--- src/rtl/noc_pkg.sv ---
// noc_pkg: shared definitions for the buffered XY mesh router.
//   - port index constants (N, S, E, W, PE) and the port count
//   - route-direction encoding used by the routing logic
//   - flit field offset helpers
//     flit layout: {x_dest, y_dest, payload}, with x_dest in the MSBs
package noc_pkg;

    localparam int PORT_N    = 0;
    localparam int PORT_S    = 1;
    localparam int PORT_E    = 2;
    localparam int PORT_W    = 3;
    localparam int PORT_PE   = 4;
    localparam int NUM_PORTS = 5;

    typedef enum logic [2:0] {
        DIR_N  = 3'd0,
        DIR_S  = 3'd1,
        DIR_E  = 3'd2,
        DIR_W  = 3'd3,
        DIR_PE = 3'd4
    } route_dir_e;

    // LSB position of y_dest inside a flit
    function automatic int y_dest_off(input int data_width);
        return data_width;
    endfunction

    // LSB position of x_dest inside a flit
    function automatic int x_dest_off(input int data_width, input int addr_width);
        return data_width + addr_width;
    endfunction

endpackage

--- src/rtl/router_input_fifo.sv ---
// router_input_fifo: per-input flit buffer for the mesh router.
// Ports:
//   clk, rst_n        clock, synchronous active-low reset
//   push, push_data   write request and flit (caller only pushes when !full)
//   pop               read request (ignored when empty)
//   full, empty       derived from the registered occupancy counter
//   head              flit at the read pointer, valid while !empty
module router_input_fifo #(
    parameter int FLIT_W     = 20,
    parameter int FIFO_DEPTH = 4
) (
    input  logic              clk,
    input  logic              rst_n,
    input  logic              push,
    input  logic [FLIT_W-1:0] push_data,
    input  logic              pop,
    output logic              full,
    output logic              empty,
    output logic [FLIT_W-1:0] head
);
    localparam int PW = $clog2(FIFO_DEPTH);

    logic [FLIT_W-1:0] mem [FIFO_DEPTH];
    logic [PW-1:0]     wr_ptr;
    logic [PW-1:0]     rd_ptr;
    logic [PW:0]       count;
    logic              push_ok;
    logic              pop_ok;

    assign full    = (count == (PW+1)'(FIFO_DEPTH));
    assign empty   = (count == '0);
    assign head    = mem[rd_ptr];
    assign push_ok = push && !full;
    assign pop_ok  = pop && !empty;

    // Storage has no reset; occupancy alone decides what is valid.
    always_ff @(posedge clk) begin
        if (push_ok) begin
            mem[wr_ptr] <= push_data;
        end
    end

    // Power-of-two depth lets the pointers wrap by natural overflow.
    always_ff @(posedge clk) begin
        if (!rst_n) begin
            wr_ptr <= '0;
            rd_ptr <= '0;
            count  <= '0;
        end else begin
            if (push_ok) wr_ptr <= wr_ptr + 1'b1;
            if (pop_ok)  rd_ptr <= rd_ptr + 1'b1;
            case ({push_ok, pop_ok})
                2'b10:   count <= count + 1'b1;
                2'b01:   count <= count - 1'b1;
                default: count <= count;
            endcase
        end
    end

endmodule

--- src/rtl/buffered_xy_router.sv ---
// buffered_xy_router: 5-port mesh router tile with per-input FIFOs,
// deterministic XY routing of single-flit packets and per-output
// round-robin arbitration. Port index: 0=N 1=S 2=E 3=W 4=PE.
// Ports:
//   clk, rst_n         clock, synchronous active-low reset
//   i_valid/i_data     input flits, port k at [k*FLIT_W +: FLIT_W]
//   i_ready            input accept (FIFO not full)
//   o_valid/o_data     registered output flits
//   o_ready            downstream accept
//   o_drop             pulse when an out-of-mesh head flit is discarded
// Optional build macro ROUTER_STATS_EN adds o_flit_cnt (16 bits per output,
// saturating count of o_valid&o_ready) and o_drop_cnt (saturating).
module buffered_xy_router
    import noc_pkg::*;
#(
    parameter  int DATA_WIDTH = 16,
    parameter  int ADDR_WIDTH = 2,
    parameter  int MESH_SIZE  = 4,
    parameter  int X_cord     = 0,
    parameter  int Y_cord     = 0,
    parameter  int FIFO_DEPTH = 4,
    localparam int FLIT_W     = DATA_WIDTH + 2*ADDR_WIDTH
) (
    input  logic                          clk,
    input  logic                          rst_n,
    input  logic [NUM_PORTS-1:0]          i_valid,
    input  logic [NUM_PORTS*FLIT_W-1:0]   i_data,
    output logic [NUM_PORTS-1:0]          i_ready,
    output logic [NUM_PORTS-1:0]          o_valid,
    output logic [NUM_PORTS*FLIT_W-1:0]   o_data,
    input  logic [NUM_PORTS-1:0]          o_ready,
`ifdef ROUTER_STATS_EN
    output logic [NUM_PORTS*16-1:0]       o_flit_cnt,
    output logic [15:0]                   o_drop_cnt,
`endif
    output logic                          o_drop
);
    localparam int XO = x_dest_off(DATA_WIDTH, ADDR_WIDTH);
    localparam int YO = y_dest_off(DATA_WIDTH);

    logic [NUM_PORTS-1:0] fifo_full;
    logic [NUM_PORTS-1:0] fifo_empty;
    logic [NUM_PORTS-1:0] pop;
    logic [NUM_PORTS-1:0] drop;
    logic [FLIT_W-1:0]    head      [NUM_PORTS];
    route_dir_e           route_dir [NUM_PORTS];
    logic [NUM_PORTS-1:0] req       [NUM_PORTS];   // req[output][input]
    logic [NUM_PORTS-1:0] grant_vld;
    logic [2:0]           grant_idx [NUM_PORTS];
    logic [2:0]           rr_ptr    [NUM_PORTS];
    logic [NUM_PORTS-1:0] can_load;

    // Held low during reset so nothing is pushed while state is being cleared.
    assign i_ready  = rst_n ? ~fifo_full : '0;
    assign can_load = ~o_valid | o_ready;
    assign o_drop   = rst_n && (|drop);

    for (genvar k = 0; k < NUM_PORTS; k++) begin : g_fifo
        router_input_fifo #(
            .FLIT_W     (FLIT_W),
            .FIFO_DEPTH (FIFO_DEPTH)
        ) u_fifo (
            .clk       (clk),
            .rst_n     (rst_n),
            .push      (i_valid[k] && i_ready[k]),
            .push_data (i_data[k*FLIT_W +: FLIT_W]),
            .pop       (pop[k]),
            .full      (fifo_full[k]),
            .empty     (fifo_empty[k]),
            .head      (head[k])
        );
    end

    always_comb begin
        for (int k = 0; k < NUM_PORTS; k++) begin
            logic [ADDR_WIDTH-1:0] xd;
            logic [ADDR_WIDTH-1:0] yd;
            xd = head[k][XO +: ADDR_WIDTH];
            yd = head[k][YO +: ADDR_WIDTH];
            drop[k] = !fifo_empty[k] &&
                      (int'(xd) >= MESH_SIZE || int'(yd) >= MESH_SIZE);
            if      (int'(xd) > X_cord) route_dir[k] = DIR_E;
            else if (int'(xd) < X_cord) route_dir[k] = DIR_W;
            else if (int'(yd) > Y_cord) route_dir[k] = DIR_N;
            else if (int'(yd) < Y_cord) route_dir[k] = DIR_S;
            else                        route_dir[k] = DIR_PE;
        end
    end

    // Round-robin: scan ptr+1 .. ptr+5 (mod 5), first requester wins.
    always_comb begin
        for (int o = 0; o < NUM_PORTS; o++) begin
            req[o]       = '0;
            grant_vld[o] = 1'b0;
            grant_idx[o] = '0;
            for (int k = 0; k < NUM_PORTS; k++) begin
                req[o][k] = !fifo_empty[k] && !drop[k] && (int'(route_dir[k]) == o);
            end
            for (int off = 1; off <= NUM_PORTS; off++) begin
                int idx;
                idx = (int'(rr_ptr[o]) + off) % NUM_PORTS;
                if (!grant_vld[o] && can_load[o] && req[o][idx]) begin
                    grant_vld[o] = 1'b1;
                    grant_idx[o] = 3'(idx);
                end
            end
        end
    end

    // Each head routes to exactly one output, so at most one grant per input.
    always_comb begin
        pop = drop;
        for (int o = 0; o < NUM_PORTS; o++) begin
            if (grant_vld[o]) pop[grant_idx[o]] = 1'b1;
        end
    end

    always_ff @(posedge clk) begin
        if (!rst_n) begin
            o_valid <= '0;
            o_data  <= '0;
            for (int o = 0; o < NUM_PORTS; o++) rr_ptr[o] <= 3'd4;
        end else begin
            for (int o = 0; o < NUM_PORTS; o++) begin
                if (grant_vld[o]) begin
                    o_valid[o]                  <= 1'b1;
                    o_data[o*FLIT_W +: FLIT_W]  <= head[grant_idx[o]];
                    rr_ptr[o]                   <= grant_idx[o];
                end else if (o_ready[o]) begin
                    o_valid[o] <= 1'b0;
                end
            end
        end
    end

`ifdef ROUTER_STATS_EN
    always_ff @(posedge clk) begin
        if (!rst_n) begin
            o_flit_cnt <= '0;
            o_drop_cnt <= '0;
        end else begin
            for (int o = 0; o < NUM_PORTS; o++) begin
                if (o_valid[o] && o_ready[o] && o_flit_cnt[o*16 +: 16] != 16'hFFFF)
                    o_flit_cnt[o*16 +: 16] <= o_flit_cnt[o*16 +: 16] + 16'd1;
            end
            if (o_drop && o_drop_cnt != 16'hFFFF)
                o_drop_cnt <= o_drop_cnt + 16'd1;
        end
    end
`endif

endmodule

--- config.mk ---
export PLATFORM = sky130hd
export DESIGN_NAME = buffered_xy_router
export DESIGN_NICKNAME = d
export VERILOG_FILES = /design/src/rtl/noc_pkg.sv /design/src/rtl/router_input_fifo.sv /design/src/rtl/buffered_xy_router.sv
export SDC_FILE = /design/constraint.sdc
export NUM_CORES = 1
export LEC_CHECK = 0
export BUFFER_PORTS_ARGS = -buffer_cell sky130_fd_sc_hd__buf_2
export CORE_MARGIN = 2
export CORE_UTILIZATION = 31
export DETAILED_ROUTE_END_ITERATION = 12
export PLACE_DENSITY = 0.52
export SLEW_MARGIN = 0
export SYNTH_ARGS = -nofsm -noshare
export SYNTH_HDL_FRONTEND = slang
export SYNTH_HIERARCHICAL = 1
export SYNTH_SLANG_ARGS = --single-unit
export TNS_END_PERCENT = 1
--- constraint.sdc ---
create_clock -name clk -period 11.4 [get_ports clk]
set_clock_uncertainty 0.05 [all_clocks]
set_input_delay 2.28 -clock clk [delete_from_list [all_inputs] [get_ports clk]]
set_output_delay 2.28 -clock clk [all_outputs]
set_load 0.03 [all_outputs]
==> results of run 1 <==
==> synthesized netlist by cell type (all sizes together) (19+ instances only) <==
cell type	n
or3	19
and2	45
nand2	105
o21ai	153
and3	59
mux4	102
a31o	23
a221oi	24
o211ai	49
nor3	50
buf	91
nor2	59
ha	102
a31oi	27
nand3	26
o32a	19
inv	126
nor2b	30
dfxtp	108
xnor2	30
edfxtp	409
clkbuf	96
a21oi	138
o22ai	31
nand2b	25
mux2i	36
a21boi	54
==> final cells by class <==
type                       instances  share of cell area [%]
sequential                       517                   46.33
tap                             1165                   4.675
clock inverter                    25                  0.7865
antenna                            1                0.008026
multi-input combinational       1498                   38.60
clock buffer                      70                   4.491
timing repair buffer             207                   3.572
inverter                         128                   1.541
==> sequential cells by signal (all words and copies together) (netlist names), named ones only <==
register / flops
g_fifo.u_fifo/count: 15
g_fifo.u_fifo/mem: 400
g_fifo.u_fifo/rd_ptr: 10
g_fifo.u_fifo/wr_ptr: 10
o_data: 60
o_valid: 3
rr_ptr: 9
==> path summary, 6_finish.rpt <==
kind                                                 start  slack (ns)                                     end  depth (start not counted)
worst min-delay path               o_data[18]$_SDFFE_PN0P_        0.40                 o_data[18]$_SDFFE_PN0P_                          1
worst max register to register  rr_ptr[0][0]$_SDFFCE_PN0P_        2.75  g_fifo[0].u_fifo/count[2]$_SDFFE_PN0P_                         27
worst max-delay path            rr_ptr[0][0]$_SDFFCE_PN0P_        2.75  g_fifo[0].u_fifo/count[2]$_SDFFE_PN0P_                         27
worst min register to register     o_data[18]$_SDFFE_PN0P_        0.40                 o_data[18]$_SDFFE_PN0P_                          1
==> worst register-to-register path, cell delays in order (launching register included) <==
cell and delay [ns]:
edfxtp_1 0.34, buf_4 0.36, clkinv_1 0.46, ha_1 0.80
inv_1 0.33, ha_1 0.31, nor2_1 0.14, a21oi_1 0.10
xnor2_1 0.31, inv_1 0.14, ha_1 0.24, inv_1 0.09
o22ai_1 0.07, o32a_1 0.39, a2111o_1 0.42, o21ai_1 0.48
and3_1 0.29, o211a_1 0.68, or2_2 0.61, nand4b_1 0.17
nand3_1 0.18, nor2b_1 0.32, ha_1 0.25, inv_1 0.06
fa_1 0.37, xor2_1 0.16, or3_1 0.31, a21boi_1 0.14
==> kinds of logic (layout without fill, tap and decap cells) <==
logic type,count (synthesis),count (layout)
buf+inv,315,430
other cells,1,44
fa+ha+maj,109,109
simple gates,487,487
flops,517,517
compound gates,673,673
mux,146,146
xor+xnor,40,40
==> layer usage <==
layer / vias up / wire length [um] / global-route usage [%]
li1: 8967 / - / -
met1: 10040 / 36110 / 24.07
met2: 674 / 41000 / 30.60
met3: 121 / 5068 / 2.949
met4: 10 / 2378 / 5.264
met5: - / 68 / 0
==> through the flow <==
| stage | hold slack [ns] | instance area [um^2] |
|---|---|---|
| 6_report | 0.4048 | 31180 |
| 5_1_grt | 0.4315 | 31180 |
| 4_1_cts | 0.4111 | 31180 |
| 3_5_place_dp | 0.3935 | 29530 |
| 3_3_place_gp | 0.3858 | 29530 |
| 2_1_floorplan | 0.4060 | 27940 |
==> reports/results.tsv, run 1 <==
metric	value	unit
outcome	finished clean	
Final min period	8.648	ns
Crit Path Max Fanout	36	
multi-input logic area	0.01203	mm^2
die area	0.09204	mm^2
TritonCTS sink count	517	
worst skew pair latency	0.61	ns
layout cells sized above 1	19.30	%
CP top delay family	compound AO/OA/AOI/OAI gates	
Buffers & Inverters on Critical Path	6	
simple-gate area share of the yosys netlist	9.776	%
Num CTS Buffers	51	
worst slew pin tran	1.320	ns
gr ovfl total	0	
WP data arrival	9.14	ns
Yosys reg bits	517	
Ports	223	
max incr delay on CP	0.80	ns
sum of negative setup slack	0	ns
first drt pass iteration count	5	
DR vias/cell	5.486	
crit path launch type	flip-flop	
vias in the first global route	19480	
Final Util	35.17	%
register area	0.01445	mm^2
Initial DRC Count	1755	
CP max stage cell	ha_1	
Die Y	303.4	um
CTS tree	yes	
Core Rows	109	
share of the synthesized area in the top cell type	44.20	%
Worst Path Class, Setup	reg2reg	
Post-CTS Hold Fix Bufs	0	
relative slew slack	11.98	%
Setup Viol. Count Final	0	
H-tree levels	2	
total track usage	18.15	%
post-synthesis sequential area ratio	51.98	%
commonest non-fill, non-tap cell in the layout	edfxtp_1	
first-pass GRT wire length	126200	um
HPWL after detailed placement	61120	um
Placer Congestion	0.8934	
Post-synth top flop	edfxtp_1	
Post-CTS Resized	0	
unrepaired setup endpoints after global routing	false	
HP Class	reg2reg	
Compound-Gate Fraction of Synth Area	16.50	%
Synth warnings	6	
Max-cap violations	0	
largest net degree at the start of global routing	63	
count of final hold-check violations	0	
Finished Layout Cells	3611	
max-slew violation count	0	
number of synthesized flops with an enable pin	409	
Netlist Area Pre-Place	0.02779	mm^2
Placement Setup Slack	2.844	ns
drt wl/cell	23.43	um
synth top area cells	edfxtp_1 (44%), mux4_2 (8.3%), dfxtp_1 (7.8%)	
Synth-to-Final Area Change	12.21	%
fmax	115.6	MHz
# DRC	0	
Fillers	8647	
Tcrit/Tclk final	75.86	%
Yosys cell types	93	
fraction of the mapped netlist area in adder cells	5.097	%
clk root buf	clkbuf_16	
largest family of logic cells by synthesized area	compound AO/OA/AOI/OAI gates	
Port-buffer cells	177	
Avg Cell Area, Syn	12.14	um^2
Post-CTS Setup Inserts	0	
core area	0.08865	mm^2
initial antenna violation count	9	
Initial Utilization	31.34	%
commonest non-fill, non-tap cells in the layout	edfxtp_1 (409), buf_2 (176), o21ai_0 (148), a21oi_1 (138), inv_1 (119)	
Post-layout nets	2624	
Placed Cells	3515	
Total Routed Length	84620	um
Die Width	303.4	um
setup ws final	2.752	ns
Clock Pin Slew Worst Setup and Hold Paths	0.07	ns
Async S/R FF share, synth	0	%
Post-Synth XOR/XNOR Area	1.342	%
area leader, netlist	edfxtp_1	
Synth Instances	2288	
Worst setup EP type	flip-flop	
vias	19810	
multiplexer share of the synthesized area	9.902	%
required time of the critical path	11.89	ns
ANT nets after route	0	
Max Buffers Root-to-Sink	3	
Power of run 1 is not shown: default switching activity piles up to over one toggle a cycle in this logic, so the estimate is an artifact.
==> inputs of run 2 (changes only) <==
Settings changed: ABC_AREA set to 1, PLACE_DENSITY 0.52 to 0.53.
Clock period 11.4 ns to 7 ns, I/O delays scaled along.
==> run 2 against run 1 <==
Net effect:
- non-clock buffer count grew 39
- via count grew 11%
- largest cell class unchanged
- sequential share of layout area shrank 0.27 points
- clock-buffer cell count grew 8
==> reports/results.tsv, run 2 <==
metric	value	unit
Post-CTS Hold Fix Bufs	0	
Netlist Area Pre-Place	0.02739	mm^2
largest net degree at the start of global routing	49	
CP max stage cell	ha_1	
first-pass GRT wire length	123900	um
crit path launch type	flip-flop	
count of final hold-check violations	0	
fraction of the mapped netlist area in adder cells	5.170	%
register area	0.01444	mm^2
unrepaired setup endpoints after global routing	false	
vias in the first global route	20230	
relative slew slack	37.02	%
Async S/R FF share, synth	0	%
Avg Cell Area, Syn	8.721	um^2
Placer Congestion	0.8915	
area leader, netlist	edfxtp_1	
Setup Viol. Count Final	0	
simple-gate area share of the yosys netlist	23.84	%
Max-cap violations	0	
ANT nets after route	0	
Initial Utilization	31.14	%
initial antenna violation count	7	
Core Rows	109	
max FFs per register	400	
Post-CTS Setup Inserts	0	
most instantiated cells after synthesis	nand2_1 (593), edfxtp_1 (409), nor2_1 (400), nand3_1 (393), inv_1 (341)	
required time of the critical path	7.46	ns
HPWL after detailed placement	58350	um
core area	0.08797	mm^2
Post-layout nets	3532	
HP Class	reg2reg	
clk root buf	clkbuf_16	
total track usage	17.84	%
Synth-to-Final Area Change	14.47	%
multi-input logic area	0.01080	mm^2
CP top delay family	simple AND/OR/NAND/NOR gates	
Most flops, register	g_fifo.u_fifo/mem	
sum of negative setup slack	0	ns
Tcrit/Tclk final	91.70	%
drt wl/cell	18.22	um
synth top area cells	edfxtp_1 (45%), nand2_1 (8.1%), dfxtp_1 (7.9%)	
first drt pass iteration count	6	
largest family of logic cells by synthesized area	simple AND/OR/NAND/NOR gates	
Num CTS Buffers	56	
Post-Synth XOR/XNOR Area	0.6257	%
Finished Layout Cells	4527	
Ports	223	
layout cells sized above 1	12.21	%
number of synthesized flops with an enable pin	409	
Die Width	301.3	um
H-tree levels	2	
CTS tree	yes	
Placed Cells	4418	
Port-buffer cells	177	
Final min period	6.419	ns
die area	0.09076	mm^2
worst slew pin tran	0.9412	ns
WP data arrival	6.88	ns
Worst Path Class, Setup	reg2reg	
Crit Path Max Fanout	41	
Compound-Gate Fraction of Synth Area	9.089	%
commonest non-fill, non-tap cell in the layout	nand2_1	
# DRC	0	
Yosys cell types	47	
DR vias/cell	4.837	
share of the synthesized area in the top cell type	44.83	%
Synth warnings	6	
Synth Instances	3141	
Buffers & Inverters on Critical Path	8	
Die Y	301.3	um
Initial DRC Count	2077	
worst skew pair latency	0.63	ns
Max Buffers Root-to-Sink	3	
Clock Pin Slew Worst Setup and Hold Paths	0.06	ns
Fillers	9043	
commonest non-fill, non-tap cells in the layout	nand2_1 (593), edfxtp_1 (409), nand3_1 (393), nor2_1 (392), inv_1 (340)	
fmax	155.8	MHz
Total Routed Length	82480	um
Post-synth top flop	edfxtp_1	
TritonCTS sink count	517	
max-slew violation count	0	
max incr delay on CP	0.54	ns
count leader, synth	nand2_1	
multiplexer share of the synthesized area	0	%
gr ovfl total	0	
Yosys reg bits	517	
Worst setup EP type	flip-flop	
outcome	finished clean	
post-synthesis sequential area ratio	52.73	%
vias	21900	
Top Registers	g_fifo.u_fifo/mem (400), o_data (60), g_fifo.u_fifo/count (15)	
-- run 2: changes by cell type after synthesis, sizes merged, moves of 43 or more --
cell,delta
nand2,+515
nand3,+374
nor2,+353
inv,+232
o21ai,+121
mux4,-102
a21oi,-73
o22ai,+72
and3,-59
a21boi,-53
clkbuf,-50
nor3,-44
and2,-43
-- run 2: tightest hold or removal path, stage by stage, from the launching register on --
cell and delay [ns]:
dfxtp_1 0.30, nand2_1 0.06, nor2_1 0.03
-- run 2: cell type report --
cell class	count	area share [%]
Antenna cell	4	0.03192
Tap cell	1165	4.648
Timing Repair Buffer	246	4.477
Inverter	361	4.321
Multi-Input combinational cell	2129	34.43
Sequential cell	517	46.06
Clock inverter	27	1.105
Clock buffer	78	4.928
-- run 2: logic make-up after synthesis --
group / after synthesis
and+or+nand+nor: 1500
xor gates and xnor gates: 17
adders and majority gates: 109
DFF: 517
buffers and inverters: 537
other: 1
AOI/OAI and AO/OA: 460
-- run 2: layer usage --
metal | share of wire [%] | GRT usage (%) | wire length (um)
met3 | 6.1 | 2.831 | 5046
met2 | 46 | 28.40 | 37530
met4 | 3.8 | 6.539 | 3121
met5 | 0 | 0 | 0
met1 | 45 | 24.45 | 36780
-- run 2: path summary, 6_finish.rpt --
kind	startpoint	endpoint	slack, ns	cells past startpoint
hold reg to reg	o_data[18]$_SDFFE_PN0P_	o_data[18]$_SDFFE_PN0P_	0.38	2
hold / removal	o_data[18]$_SDFFE_PN0P_	o_data[18]$_SDFFE_PN0P_	0.38	2
setup / recovery	rr_ptr[0][7]$_SDFFCE_PN0P_	g_fifo[1].u_fifo/count[2]$_SDFFE_PN0P_	0.58	36
setup reg to reg	rr_ptr[0][7]$_SDFFCE_PN0P_	g_fifo[1].u_fifo/count[2]$_SDFFE_PN0P_	0.58	36
-- run 2: what timing repair did --
| action | in CTS | in global routing |
|---|---|---|
| endpoints found under the hold margin | 0 | 0 |
| setup endpoints to repair | 0 | 1 |
| gates resized for setup | 0 | 1 |
-- run 2: metrics by stage --
step / util (%) / hold WS [ns] / cell area [um^2] / setup WS (ns)
global route: 35.64 / 0.4082 / 31350 / 0.04060
floorplan: - / 0.4122 / 27550 / 1.472
finish: 35.65 / 0.3821 / 31360 / 0.5813
CTS: 35.63 / 0.3851 / 31340 / 0.6080
detailed placement: 33.48 / 0.3749 / 29450 / 0.6597
global placement: 33.48 / 0.3756 / 29450 / 0.6891
Power of run 2 is left out for the same reason.
